### src/rtl/kiwi_run_pkg.sv
// Shared types and constants for the Kiwi run sequencer.
package kiwi_run_pkg;

  // Default result field widths.
  localparam int unsigned SYND_W_DEF = 8;
  localparam int unsigned CNT_W_DEF  = 32;

  // Syndrome values that never count as a finish code.
  localparam logic [SYND_W_DEF-1:0] SYND_NONE    = '0;
  localparam logic [SYND_W_DEF-1:0] SYND_RUNNING = '1;

  typedef enum logic [2:0] {
    IDLE,
    RESET_DUT,
    RUN,
    SETTLE,
    DONE
  } run_state_t;

  // Phase-timer width: it must hold the larger of the two phase loads.
  function automatic int unsigned tick_w(input int unsigned a, input int unsigned b);
    int unsigned m;
    m = (a > b) ? a : b;
    return $clog2(m + 1);
  endfunction

endpackage

### src/rtl/kiwi_tick_counter.sv
// Loadable down counter; tc flags the last enabled clock of a phase.
module kiwi_tick_counter #(
  parameter int unsigned W = 4
) (
  input  logic         clk,
  input  logic         reset,
  input  logic         load,
  input  logic         en,
  input  logic [W-1:0] load_val,
  output logic         tc
);

  logic [W-1:0] count;

  // Count register: load wins over decrement, stops at zero.
  always_ff @(posedge clk or negedge reset) begin
    if (!reset) begin
      count <= '0;
    end else if (load) begin
      count <= load_val;
    end else if (en && (count != '0)) begin
      count <= count - 1'b1;
    end
  end

  // Terminal count: this enabled clock is the final one of the phase.
  always_comb begin
    tc = en && (count == W'(1));
  end

endmodule

### src/rtl/kiwi_run_controller.sv
// Run sequencer for one Kiwi-generated DUT: reset, run, watch syndrome, report.
module kiwi_run_controller
  import kiwi_run_pkg::*;
#(
  parameter int unsigned SYND_W         = SYND_W_DEF,
  parameter int unsigned CNT_W          = CNT_W_DEF,
  parameter int unsigned RESET_CYCLES   = 4,
  parameter int unsigned SETTLE_CYCLES  = 8,
  parameter int unsigned TIMEOUT_CYCLES = 100000
) (
  input  logic              clk,
  input  logic              reset,
  input  logic              start,
  input  logic              abort,
  input  logic              done_ack,
  input  logic [SYND_W-1:0] dut_syndrome,
  output logic              dut_reset,
  output logic              busy,
  output logic              done,
  output logic [SYND_W-1:0] result_code,
  output logic              timed_out,
  output logic [CNT_W-1:0]  cycle_count
);

  localparam int unsigned TICK_W = tick_w(RESET_CYCLES, SETTLE_CYCLES);
  localparam logic [TICK_W-1:0] RESET_LOAD  = TICK_W'(RESET_CYCLES);
  // The RUN clock that first sees the finish code is the first settle clock,
  // so SETTLE itself only lasts SETTLE_CYCLES-1 clocks.
  localparam logic [TICK_W-1:0] SETTLE_LOAD = TICK_W'(SETTLE_CYCLES - 1);
  localparam logic [CNT_W-1:0]  WDOG_LAST   = CNT_W'(TIMEOUT_CYCLES - 1);

  run_state_t        state, state_next;
  logic [SYND_W-1:0] syn_q;
  logic              finish;
  logic              tick_load, tick_en, tick_tc;
  logic [TICK_W-1:0] tick_val;
  logic              run_clear, count_en, capture, capture_to, abort_clr;

  // Shared phase timer for RESET_DUT and SETTLE.
  kiwi_tick_counter #(.W(TICK_W)) u_tick (
    .clk      (clk),
    .reset    (reset),
    .load     (tick_load),
    .en       (tick_en),
    .load_val (tick_val),
    .tc       (tick_tc)
  );

  // Finish qualifier: registered syndrome that is neither SYND_NONE nor SYND_RUNNING.
  always_comb begin
    finish = (syn_q != '0) && (syn_q != '1);
  end

  // State register.
  always_ff @(posedge clk or negedge reset) begin
    if (!reset) begin
      state <= IDLE;
    end else begin
      state <= state_next;
    end
  end

  // Next-state and datapath controls; abort outranks everything outside IDLE.
  always_comb begin
    state_next = state;
    tick_load  = 1'b0;
    tick_val   = RESET_LOAD;
    tick_en    = 1'b0;
    run_clear  = 1'b0;
    count_en   = 1'b0;
    capture    = 1'b0;
    capture_to = 1'b0;
    abort_clr  = 1'b0;
    if (abort && (state != IDLE)) begin
      state_next = IDLE;
      abort_clr  = 1'b1;
    end else begin
      case (state)
        IDLE: begin
          if (start) begin
            state_next = RESET_DUT;
            tick_load  = 1'b1;
            tick_val   = RESET_LOAD;
            run_clear  = 1'b1;
          end
        end
        RESET_DUT: begin
          tick_en = 1'b1;
          if (tick_tc) begin
            state_next = RUN;
          end
        end
        RUN: begin
          count_en = 1'b1;
          if (finish) begin
            if (SETTLE_CYCLES == 1) begin
              state_next = DONE;
              capture    = 1'b1;
            end else begin
              state_next = SETTLE;
              tick_load  = 1'b1;
              tick_val   = SETTLE_LOAD;
            end
          end else if (cycle_count == WDOG_LAST) begin
            state_next = DONE;
            capture    = 1'b1;
            capture_to = 1'b1;
          end
        end
        SETTLE: begin
          count_en = 1'b1;
          tick_en  = 1'b1;
          if (tick_tc) begin
            state_next = DONE;
            capture    = 1'b1;
          end
        end
        DONE: begin
          if (done_ack) begin
            state_next = IDLE;
          end
        end
        default: state_next = IDLE;
      endcase
    end
  end

  // Syndrome pipeline, elapsed counter and result capture.
  always_ff @(posedge clk or negedge reset) begin
    if (!reset) begin
      syn_q       <= '0;
      cycle_count <= '0;
      result_code <= '0;
      timed_out   <= 1'b0;
    end else begin
      syn_q <= dut_syndrome;
      if (abort_clr) begin
        result_code <= '0;
        timed_out   <= 1'b0;
      end else begin
        if (run_clear) begin
          cycle_count <= '0;
          timed_out   <= 1'b0;
        end
        if (count_en) begin
          cycle_count <= cycle_count + 1'b1;
        end
        if (capture) begin
          result_code <= syn_q;
          timed_out   <= capture_to;
        end
      end
    end
  end

  // Moore outputs decoded from the state register.
  always_comb begin
    dut_reset = (state == IDLE) || (state == RESET_DUT);
    busy      = (state == RESET_DUT) || (state == RUN) || (state == SETTLE);
    done      = (state == DONE);
  end

endmodule

### config.mk
export PLATFORM = sky130hd
export DESIGN_NAME = kiwi_run_controller
export DESIGN_NICKNAME = d
export VERILOG_FILES = /design/src/rtl/kiwi_run_pkg.sv /design/src/rtl/kiwi_tick_counter.sv /design/src/rtl/kiwi_run_controller.sv
export SDC_FILE = /design/constraint.sdc
export NUM_CORES = 1
export LEC_CHECK = 0
export CELL_PAD_IN_SITES_DETAIL_PLACEMENT = 0
export CELL_PAD_IN_SITES_GLOBAL_PLACEMENT = 1
export CORE_AREA = 2 2 85 87
export DETAILED_ROUTE_END_ITERATION = 8
export DIE_AREA = 0 0 87 89
export PLACE_DENSITY_LB_ADDON = 0.25
export SYNTH_ARGS = -nofsm -noshare
export SYNTH_HDL_FRONTEND = slang
export SYNTH_SLANG_ARGS = --single-unit
### constraint.sdc
create_clock -name clk -period 4.95 [get_ports clk]
set_input_delay 0.99 -clock clk [delete_from_list [all_inputs] [get_ports clk]]
set_output_delay 0.99 -clock clk [all_outputs]
set_load 0.03 [all_outputs]
**Yosys cells after proc, flatten, opt, wreduce, memory -nomap -nowiden**

Cells that the tools add are included.

- Input port bits: 13
- Word-level logic and storage cells: 78
- Register bits after elaboration: 56
- Output and inout port bits: 44

- Bitwise logic cells: 1
- Reductions and logical operators: 19
- Equal/unequal tests: 12
- Mux-type cells: 38
- Add/subtract/negate cells: 2

Operator list:

| kind | number |
|---|---|
| $mux W32 | 2 |
| $add A32 B1 Y32 const B | 1 |
| $eq A32 B17 Y1 const B | 1 |
| $mux W3 | 7 |
| $mux W1 | 19 |
| $mux W8 | 2 |
| $pmux W3 S5 | 1 |
| $ne A3 B3 Y1 const B | 3 |
| $mux W4 | 2 |
| $ne A8 B8 Y1 const B | 1 |
| $reduce_bool A8 Y1 | 1 |
| $eq A3 B2 Y1 const B | 2 |
| $mux W2 | 3 |
| $reduce_bool A2 Y1 | 3 |
| $reduce_bool A3 Y1 | 2 |
| $reduce_and A5 Y1 | 1 |
| $eq A4 B1 Y1 const B | 1 |
| $logic_and A1 B1 Y1 | 4 |
| $ne A4 B4 Y1 const B | 1 |
| $pmux W1 S2 | 2 |
| $reduce_bool A4 Y1 | 1 |
| $reduce_or A2 Y1 | 2 |
| $sub A4 B1 Y4 const B | 1 |
| $eq A3 B1 Y1 const B | 1 |
| other kinds (6) | 8 |

**Longest topological paths before layout**

Gate-level depths: netlist of run 1.

- Depth after elaboration: 10
- Depth in mapped cells: 7
- Gate-level depth less buffers: 6

**Cells and area by module**

Synthesis of run 1 repeated with hierarchy kept, for this count alone.

- Cells, all modules: 288
- Area total of the unflattened synthesis: 2909.0 sq um

Modules (own cells, without submodules):

| module | cells an instance | times used | area an instance (sq um) | seq. area each (sq um) |
|---|---|---|---|---|
| kiwi_run_controller | 258 | 1 | 2642.5 | 1301.2 |
| kiwi_tick_counter | 30 | 1 | 266.5 | 100.1 |

**Least setup slack after synthesis of run 1**

OpenSTA, ideal clock, no wires.

- Path kind: input to register
- Start point: input port abort
- End point: register cycle_count[25]
- Path buffers: 0
- Stages: 5
- Data required time: 4.872 ns
- Setup slack: 2.293 ns
- Data arrival time: 2.579 ns
- Setup time: 0.078 ns
- Cells stage by stage: or3b_1 -> a2111oi_4 -> nand3_4 -> or3_1 -> a21oi_1

- Word-level cells in the longest chain between the ends: 4
- Elaborated cells on any way between the ends: 8
- Classes of those cells: 4 x mux; 1 x bitwise; 3 x reduce/logical

Ends and longest elaborated chain:

| element | RTL line | RTL |
|---|---|---|
| start: declaration | kiwi_run_controller.sv:14 | `input logic abort,` |
| $logic_and A1 B1 Y1 (*) | kiwi_run_controller.sv:74 | `if (abort && (state != IDLE)) begin` |
| $mux W1 | kiwi_run_controller.sv:74 |  |
| $reduce_bool A2 Y1 (no source line) or $not A1 Y1 (tied branches) | - |  |
| $reduce_and A2 Y1 (no source line) | - |  |
| end signal: assignment | kiwi_run_controller.sv:146 | `cycle_count <= cycle_count + 1'b1;` |
| end: declaration | kiwi_run_controller.sv:22 | `output logic [CNT_W-1:0] cycle_count` |

Every way passes the cells marked *; elsewhere a longest branch is shown, timed or not.
A chain may end at the register's enable or synchronous reset.

**Final worst setup path of run 1**

Ends and elaborated chain as after synthesis.

==> results.json, run 1 <==
{
  "final_common_cell": "dfrtp_1",
  "post-route-util_pct": 51.90,
  "cts_hold_buf": 0,
  "netlist_instances": 276,
  "die-area_sq_um": 7743,
  "maxSlewHeadroom_pct": 43.91,
  "dpl.hpwl_mm": 4.567,
  "drv_cap": 0,
  "yosysUniqueCellTypes": 43,
  "worst_setup_path_start_kind": "primary input",
  "outcome": "finished clean",
  "pwr-share-comb_pct": 15.9,
  "drive_gt1_share_pct": 5.405,
  "critPathKind": "primary input to register",
  "cts-root-buf": "clkbuf_8",
  "tns_ns": 0,
  "path_cells": "clkdlybuf4s50_1 > or3b_1 > a2111oi_4 > nand3_4 > or3_1 > a21oi_1",
  "area_growth_syn_to_layout_pct": 26.34,
  "grt_max_degree": 57,
  "synth_edf_count": 0,
  "n_antenna_cell": 0,
  "required_ns": 5.19,
  "finalWirelength_mm": 6.590,
  "worstPathArrival_ns": 3.48,
  "place_ws_ns": 1.376,
  "wl_met2_mm": 3.116,
  "startpoint": "abort",
  "end_kind": "register",
  "num_rows": 30,
  "power_mw": 0.9031,
  "yosys_most_used_dff": "dfrtp_1",
  "cts_max_path_buffers": 2,
  "yosys_warnings": 0,
  "first_pass_iters": 4,
  "post-route-min-period_ns": 3.241,
  "fin_crit_sh_pct": 65.47,
  "worst_pin_slew_ns": 0.8363,
  "track_usage_pct": 17.92,
  "drt_iter0_markers": 91,
  "wl_met1_mm": 3.217,
  "powerDensity_nw_per_um2": 259.0,
  "grt_pass1_wl_mm": 10.93,
  "rsz0062_at_grt": "false",
  "wl_per_cell_um": 15.96,
  "final_nets": 348,
  "die_h_um": 89,
  "hold_start": "result_code[4]$_DFFE_PN0P_",
  "layout_common_cells": "dfrtp_1, clkdlybuf4s50_1, nor2_1",
  "port_buffers": 56,
  "hold_viol": 0,
  "peakVddDrop_mv": 0.1029,
  "p_seq_share_pct": 55.5,
  "drv_slew": 0,
  "hold_class": "register to register",
  "setup_slack_ns": 1.709,
  "leakage_nw": 1.425,
  "gp_congestion": 0.7585,
  "max_freq_mhz": 308.6,
  "clockPowerShare_pct": 28.6,
  "antenna_found_initial": 0,
  "htreeDepth": 2,
  "cts_resized": 0,
  "async_reset_ff_share_pct": 100.0,
  "vias_per_cell": 5.462,
  "ant_nets": 0,
  "fin_skew_ns": 0.009815,
  "worst-path-max-fanout": 13,
  "ioPinCount": 57,
  "core-area_sq_um": 6719,
  "num_vias": 2256,
  "nFillCells": 639,
  "setup_viol": 0,
  "cts_made_buffers": 5,
  "clk_pin_slew_ns": 0.10,
  "slowest_stage": "a2111oi_4",
  "dr.max_layer_used": "met3",
  "route.detailed.drc": 0,
  "reg2reg_from": "state[2]$_DFFE_PN0P_",
  "yosysSeqAreaShare_pct": 50.77,
  "syn_avg_cell_area_sq_um": 10.00,
  "grt_pass1_vias": 2179,
  "cts.sinks": 56,
  "syn-num-nets": 292,
  "cts_post_setup_buffers_inserted": 0,
  "wl_met3_um": 257,
  "syn-cell-area_sq_um": 2760,
  "start_util_pct": 41.08,
  "ys_ff_latch": 56,
  "intPower_mw": 0.6343,
  "switching_power_mw": 0.2688,
  "max_stage_delay_ns": 0.73,
  "swShare_pct": 29.76,
  "cts_tree": "built",
  "clock_latency_ns": 0.31,
  "die_width_um": 87,
  "overflow": 0
}
[routing by layer]
| layer | vias to the layer above | global-route usage, % |
|---|---|---|
| li1 | 1102 | - |
| met1 | 1094 | 26.07 |
| met2 | 60 | 28.04 |
| met3 | 0 | 3.601 |
| met4 | 0 | 3.409 |
| met5 | - | 0 |
[power groups by stage]
stage,Combinational (mW),Sequential [mW],Clock (mW)
2_1_floorplan,0.105,0.502,0
3_3_place_gp,0.144,0.510,0
3_5_place_dp,0.146,0.510,0
4_1_cts,0.146,0.502,0.269
5_1_grt,0.163,0.506,0.283
6_report,0.143,0.501,0.258
[cell usage after synthesis, types with 2 or more instances]
cell type	instances	share of area, %
nor4b_1	3	0.95
nand2_1	23	3.1
nand4_1	16	3.6
clkbuf_1	7	0.95
a211oi_1	2	0.54
inv_1	8	1.1
nor3_1	5	0.91
o311ai_0	2	0.63
nand3b_1	2	0.54
a21oi_1	6	1.1
ha_1	3	1.4
and3_1	4	0.91
xor2_1	19	6.0
a22o_1	9	2.9
o21ai_0	12	2.2
and2_1	6	1.4
dfrtp_1	56	51
xnor2_1	8	2.5
o22ai_1	2	0.45
or4_1	6	1.6
nand3_1	13	2.4
nor4_1	3	0.68
or3_1	5	1.1
nor2_1	37	5.0
[critical path, delay by kind of cell]
kind,cells,cell delay [ns]
buffers and inverters,1,0.49
AND/OR/NAND/NOR,3,1.11
AO/OA/AOI/OAI,2,0.88
[final cells by class]
class / instances / area [sq um] / share of cell area (%)
Clock buffer: 5 / 68.82 / 1.973
Sequential cell: 56 / 1401 / 40.19
Tap cell: 80 / 100.1 / 2.870
Clock inverter: 3 / 23.77 / 0.6817
Inverter: 8 / 30.03 / 0.8611
Timing Repair Buffer: 58 / 570.5 / 16.36
Multi-Input combinational cell: 203 / 1292 / 37.07
[registers in the layout, indices dropped and copies added (netlist names)]
signal	cells
state	3
result_code	8
timed_out	1
u_tick.count	4
syn_q	8
cycle_count	32
[kinds of logic (layout without fill, tap and decap cells)]
logic type | Yosys count | after routing | synth area share, %
fa+ha+maj | 3 | 3 | 1.360
compound gates | 42 | 42 | 11.47
xor+xnor | 27 | 27 | 8.568
flops | 56 | 56 | 50.77
simple gates | 131 | 131 | 25.20
buf+inv | 17 | 74 | 2.629
[through the flow]
stage	instance area, sq um	cells	hold WS, ns
2_1_floorplan	2760	276	0.4872
3_5_place_dp	3395	405	0.4810
4_1_cts	3487	413	0.5135
3_3_place_gp	3395	405	0.4812
5_1_grt	3487	413	0.5281
6_report	3487	413	0.5059
[final timing paths]
check,to,slack [ns],cells past startpoint
max,cycle_count[25]$_DFFE_PN0P_,1.71,6
min,result_code[4]$_DFFE_PN0P_,0.51,1
max reg2reg,cycle_count[25]$_DFFE_PN0P_,2.36,5
min reg2reg,result_code[4]$_DFFE_PN0P_,0.51,1
max in group asynchronous,syn_q[1]$_DFF_PN0_,3.68,2
min in group asynchronous,cycle_count[24]$_DFFE_PN0P_,0.81,2
(Power assumes the default switching activity.)
==> inputs of run 2 (changes only) <==
--- a/config.mk
+++ b/config.mk
@@ -7,9 +7,9 @@
 export LEC_CHECK = 0
 export CELL_PAD_IN_SITES_DETAIL_PLACEMENT = 0
 export CELL_PAD_IN_SITES_GLOBAL_PLACEMENT = 1
-export CORE_AREA = 2 2 85 87
+export CORE_AREA = 2 2 92 94
 export DETAILED_ROUTE_END_ITERATION = 8
-export DIE_AREA = 0 0 87 89
+export DIE_AREA = 0 0 94 96
 export PLACE_DENSITY_LB_ADDON = 0.25
 export SYNTH_ARGS = -nofsm -noshare
 export SYNTH_HDL_FRONTEND = slang
==> constraint.sdc (replaced) <==
create_clock -name clk -period 2.9 [get_ports clk]
set_input_delay 0.58 -clock clk [delete_from_list [all_inputs] [get_ports clk]]
set_output_delay 0.58 -clock clk [all_outputs]
set_load 0.03 [all_outputs]
==> run 2 against run 1 <==
Against the previous run:
- power up 74%
- sequential share of layout area down 1.2 points
- non-clock buffer count up 8
- hold slack worse by 0.27 ns
- die area up 17%
- cell count up 8.0%
- critical path type is now register to output pin
- largest cell class unchanged
==> results.json, run 2 (synthesis gave the netlist of run 1 again) <==
{
  "largest_reg_flops": 32,
  "end_kind": "output pin",
  "max_freq_mhz": 416.0,
  "drive_gt1_share_pct": 7.625,
  "cts_made_buffers": 5,
  "die_h_um": 96,
  "swShare_pct": 30.24,
  "fin_crit_sh_pct": 82.90,
  "cts_max_path_buffers": 2,
  "cts.sinks": 56,
  "top_regs": "cycle_count x32, result_code x8, syn_q x8",
  "route.detailed.drc": 0,
  "seq_area_sq_um": 1401,
  "multi_input_comb_area_sq_um": 1292,
  "cts_post_setup_buffers_inserted": 0,
  "final_common_cell": "dfrtp_1",
  "required_ns": 2.32,
  "grt_pass1_vias": 2295,
  "grt_max_degree": 57,
  "port_buffers": 56,
  "cts_resized": 0,
  "finalWirelength_mm": 7.016,
  "wl_per_cell_um": 15.73,
  "drv_slew": 0,
  "overflow": 0,
  "max_stage_delay_ns": 0.67,
  "num_vias": 2327,
  "drt_iter0_markers": 90,
  "clk_pin_slew_ns": 0.12,
  "p_seq_share_pct": 54.4,
  "pwr-share-comb_pct": 16.4,
  "regMostFlops": "cycle_count",
  "outcome": "finished clean",
  "switching_power_mw": 0.4752,
  "peakVddDrop_mv": 0.1691,
  "intPower_mw": 1.096,
  "maxSlewHeadroom_pct": 47.97,
  "grt_pass1_wl_mm": 11.74,
  "ant_nets": 0,
  "clockPowerShare_pct": 29.2,
  "final_nets": 356,
  "worst_pin_slew_ns": 0.7695,
  "start_util_pct": 34.28,
  "worst_setup_path_start_kind": "register",
  "path_cells": "nor2_1 > and2_1 > clkdlybuf4s50_1",
  "cts_tree": "built",
  "nFillCells": 769,
  "layout_common_cells": "dfrtp_1, clkdlybuf4s50_1, nor2_1",
  "critPathKind": "register to output pin",
  "powerDensity_nw_per_um2": 437.5,
  "die-area_sq_um": 9024,
  "htreeDepth": 2,
  "fin_skew_ns": 0.01543,
  "cts-root-buf": "clkbuf_8",
  "clock_latency_ns": 0.32,
  "num_rows": 33,
  "post-route-min-period_ns": 2.404,
  "worst-path-max-fanout": 10,
  "core-area_sq_um": 8051,
  "crit_path_end": "done",
  "cts_hold_buf": 0,
  "tns_ns": 0,
  "worstPathArrival_ns": 1.82,
  "r2r_end": "result_code[5]$_DFFE_PN0P_",
  "area_growth_syn_to_layout_pct": 30.15,
  "gp_congestion": 0.8054,
  "placed_cells": 438,
  "rrSetupSlack_ns": 0.53,
  "leakage_nw": 1.476,
  "setup_viol": 0,
  "track_usage_pct": 16.53,
  "slowest_stage": "clkdlybuf4s50_1",
  "hold_viol": 0,
  "hold_class": "primary input to asynchronous set/reset pin",
  "drv_cap": 0,
  "reg2reg_from": "cycle_count[5]$_DFFE_PN0P_",
  "startpoint": "state[0]$_DFFE_PN0P_",
  "vias_per_cell": 5.217,
  "rsz0062_at_grt": "false",
  "r2r_cells": 4,
  "first_pass_iters": 5,
  "ioPinCount": 57,
  "die_width_um": 94,
  "n_antenna_cell": 0,
  "dpl.hpwl_mm": 4.981,
  "antenna_found_initial": 0,
  "layoutNonFillerInstCount": 446
}
[run 2: worst max-delay path: cells and delay by family (launching register included)]
| kind | cells | cell delay [ns] |
|---|---|---|
| buffers and inverters | 1 | 0.67 |
| DFF | 1 | 0.51 |
| and+or+nand+nor | 2 | 0.32 |
[run 2: stage by stage]
step	instance area [sq um]	power [mW]	util (%)	hold WS, ns	setup slack, ns
global placement	3498	1.128	43.45	0.4812	0.2035
floorplan	2760	1.035	-	0.2844	0.5358
finish	3592	1.571	44.62	0.2399	0.4960
detailed placement	3498	1.134	43.45	0.4847	0.1643
global route	3592	1.664	44.62	0.2503	0.3471
CTS	3592	1.596	44.62	0.2430	0.4755
[run 2: layout make-up]
cell class / count / share of cell area [%]
sequential: 56 / 39.01
multi-input combinational: 203 / 35.98
timing repair buffer: 66 / 17.90
tap: 105 / 3.657
clock buffer: 5 / 1.916
inverter: 8 / 0.8359
clock inverter: 3 / 0.6966
[run 2: worst min path at each step]
stage	from	to	slack, ns
4_1_cts	reset	u_tick.count[3]$_DFFE_PN0P_	0.24
3_5_place_dp	result_code[2]$_DFFE_PN0P_	result_code[2]$_DFFE_PN0P_	0.48
5_1_grt	reset	u_tick.count[2]$_DFFE_PN0P_	0.25
2_1_floorplan	reset	cycle_count[0]$_DFFE_PN0P_	0.28
6_report	reset	u_tick.count[2]$_DFFE_PN0P_	0.24
3_3_place_gp	result_code[0]$_DFFE_PN0P_	result_code[0]$_DFFE_PN0P_	0.48
[run 2: per-layer routing]
metal,vias up,global-route usage [%],wire length (um)
met5,-,0,0
met4,0,3.019,44
met3,4,3.681,308
met2,52,25.65,3250
met1,1152,24.02,3413
li1,1119,-,-
[run 2: power by group through the flow]
| stage | Clock [mW] | Combinational (mW) | Sequential [mW] |
|---|---|---|---|
| floorplan | 0 | 0.179 | 0.856 |
| global placement | 0 | 0.258 | 0.870 |
| finish | 0.459 | 0.258 | 0.855 |
| CTS | 0.476 | 0.264 | 0.856 |
| detailed placement | 0 | 0.263 | 0.870 |
| global route | 0.507 | 0.295 | 0.862 |
==> inputs of run 3 (changes only) <==
--- a/config.mk
+++ b/config.mk
@@ -7,9 +7,9 @@
 export LEC_CHECK = 0
 export CELL_PAD_IN_SITES_DETAIL_PLACEMENT = 0
 export CELL_PAD_IN_SITES_GLOBAL_PLACEMENT = 1
-export CORE_AREA = 2 2 92 94
+export CORE_AREA = 2 2 88 90
 export DETAILED_ROUTE_END_ITERATION = 8
-export DIE_AREA = 0 0 94 96
+export DIE_AREA = 0 0 90 92
 export PLACE_DENSITY_LB_ADDON = 0.25
 export SYNTH_ARGS = -nofsm -noshare
 export SYNTH_HDL_FRONTEND = slang
==> constraint.sdc (replaced) <==
create_clock -name clk -period 2.25 [get_ports clk]
set_input_delay 0.45 -clock clk [delete_from_list [all_inputs] [get_ports clk]]
set_output_delay 0.45 -clock clk [all_outputs]
set_load 0.03 [all_outputs]
==> run 3 against run 2 <==
Against the previous run:
- sequential power is 27% higher
- core utilization is 8.6 points higher
- first-iteration DRC count is 13% higher
- combinational power is 52% higher
- sequential cell count stayed put
- routed wire length is 5.8% higher
- hold slack worse by 0.13 ns
- critical path depth is 1 higher
- power is 32% higher
- via count is 7.3% higher
- worst setup slack worse by 0.47 ns
- critical path type is now register to register
- register-to-register slack worse by 0.51 ns
==> results.json, run 3 (synthesis gave the netlist of run 1 again) <==
{
  "num_rows": 32,
  "drv_slew": 0,
  "post-route-min-period_ns": 2.228,
  "clock_latency_ns": 0.31,
  "r2r_end": "result_code[2]$_DFFE_PN0P_",
  "layout_common_cells": "clkdlybuf4s50_1, dfrtp_1, buf_4",
  "worst-path-buf-inv": 0,
  "cts.sinks": 56,
  "cts-root-buf": "clkbuf_8",
  "antenna_found_initial": 0,
  "final_nets": 397,
  "required_ns": 2.46,
  "fin_crit_sh_pct": 99.03,
  "die_h_um": 92,
  "end_kind": "register",
  "die-area_sq_um": 8280,
  "pwr-share-comb_pct": 18.9,
  "slowest_stage": "or4_4",
  "place_ws_ns": -0.3669,
  "reg2reg_from": "cycle_count[12]$_DFFE_PN0P_",
  "ioPinCount": 57,
  "ant_nets": 0,
  "maxSlewHeadroom_pct": 73.41,
  "intPower_mw": 1.441,
  "worst_setup_path_start_kind": "register",
  "leakage_nw": 1.698,
  "drv_cap": 0,
  "final_common_cell": "clkdlybuf4s50_1",
  "grt_max_degree": 57,
  "critPathKind": "register to register",
  "top_regs": "cycle_count x32, result_code x8, syn_q x8",
  "worst_pin_slew_ns": 0.3933,
  "grt_pass1_wl_mm": 12.29,
  "dpl.hpwl_mm": 5.310,
  "fin_skew_ns": 0.006866,
  "clockPowerShare_pct": 28.5,
  "gp_congestion": 0.8223,
  "start_util_pct": 37.06,
  "swShare_pct": 30.36,
  "num_vias": 2496,
  "htreeDepth": 2,
  "p_seq_share_pct": 52.5,
  "wl_per_cell_um": 15.34,
  "path_cells": "or4_4 > or3_4 > o41a_1 > a22o_1",
  "drt_iter0_markers": 102,
  "finalWirelength_mm": 7.424,
  "worstPathArrival_ns": 2.44,
  "hold_class": "primary input to asynchronous set/reset pin",
  "overflow": 0,
  "max_stage_delay_ns": 0.55,
  "route.detailed.drc": 0,
  "vias_per_cell": 5.157,
  "drive_gt1_share_pct": 21.73,
  "crit_family": "simple AND/OR/NAND/NOR gates",
  "max_freq_mhz": 448.8,
  "rsz0062_at_grt": "true",
  "track_usage_pct": 18.26,
  "layoutNonFillerInstCount": 484,
  "first_pass_iters": 4,
  "worst-path-max-fanout": 5,
  "cts_max_path_buffers": 2,
  "r2r_cells": 4,
  "rrSetupSlack_ns": 0.02,
  "clk_pin_slew_ns": 0.11,
  "cts_tree": "built",
  "regMostFlops": "cycle_count",
  "die_width_um": 90,
  "n_antenna_cell": 0,
  "largest_reg_flops": 32,
  "setup_slack_ns": 0.02181,
  "powerDensity_nw_per_um2": 522.0,
  "core-area_sq_um": 7447,
  "hold_viol": 0,
  "area_growth_syn_to_layout_pct": 43.61,
  "outcome": "finished clean",
  "port_buffers": 56,
  "peakVddDrop_mv": 0.2292,
  "grt_pass1_vias": 2496,
  "setup_viol": 0,
  "placed_cells": 470,
  "cts_made_buffers": 5,
  "switching_power_mw": 0.6283
}
==> run 3: cell count changes in the layout (fill, tap and decap cells not counted), moves of 4 or more <==
| cell | previous run | this run |
|---|---|---|
| buf_4 | 9 | 48 |
| clkdlybuf4s50_1 | 55 | 51 |
| dfrtp_1 | 56 | 49 |
| dfrtp_2 | 0 | 7 |
==> run 3: layout make-up <==
| type | instances | area, sq um |
|---|---|---|
| Clock inverter | 3 | 25.02 |
| Multi-Input combinational cell | 205 | 1364 |
| Fill cell | 726 | 3483 |
| Clock buffer | 5 | 68.82 |
| Timing Repair Buffer | 105 | 938.4 |
| Inverter | 8 | 30.03 |
| Tap cell | 102 | 127.6 |
| Sequential cell | 56 | 1410 |
==> run 3: power by group through the flow <==
stage / logic (mW) / clock network, mW / registers [mW]
after floorplan: 0.238 / 0 / 1.10
after global placement: 0.370 / 0 / 1.11
after detailed placement: 0.378 / 0 / 1.11
after CTS: 0.387 / 0.609 / 1.09
after global routing: 0.443 / 0.637 / 1.09
final: 0.392 / 0.591 / 1.09
==> run 3: timing repair <==
action                     CTS  global route
pin swaps                    4             8
hold buffers                 0             0
setup buffers                1             3
setup endpoints to repair    3            26
gates resized for setup      4            13
gates cloned                 0             2
==> run 3: stage by stage <==
stage	power [mW]	cell area (sq um)	hold WS, ns	TNS, ns	util (%)
3_5_place_dp	1.485	3765	0.4744	-8.942	50.55
5_1_grt	2.175	3964	0.1350	-0.1315	53.23
3_3_place_gp	1.475	3765	0.4753	-8.640	50.55
2_1_floorplan	1.342	2778	0.1544	0	-
6_report	2.069	3964	0.1137	0	53.23
4_1_cts	2.083	3872	0.1244	0	52.00
==> run 3: metal layers <==
layer	GRT usage, %	up-vias	wire length, um	share of wire, %
met5	0	-	0	0
met4	4.359	0	74	1.0
met3	3.287	6	298	4.0
met2	29.45	57	3596	48
met1	25.74	1227	3455	47
li1	-	1206	-	-
==> run 3: how the worst max path moves through the flow <==
stage,to,slack (ns),startpoint,cells after the start
after floorplan,cycle_count[25]$_DFFE_PN0P_,0.02,state[0]$_DFFE_PN0P_,6
after global placement,result_code[5]$_DFFE_PN0P_,-0.32,abort,7
after detailed placement,cycle_count[27]$_DFFE_PN0P_,-0.37,start,6
after CTS,cycle_count[27]$_DFFE_PN0P_,0.002,abort,6
after global routing,result_code[2]$_DFFE_PN0P_,-0.04,cycle_count[29]$_DFFE_PN0P_,4
final,result_code[2]$_DFFE_PN0P_,0.02,cycle_count[12]$_DFFE_PN0P_,4
==> run 3: worst reg2reg max path, delay by kind of cell, from the launching register on <==
family	cells	cell delay, ns
and+or+nand+nor	2	0.96
AOI/OAI and AO/OA	2	0.75
DFF	1	0.42
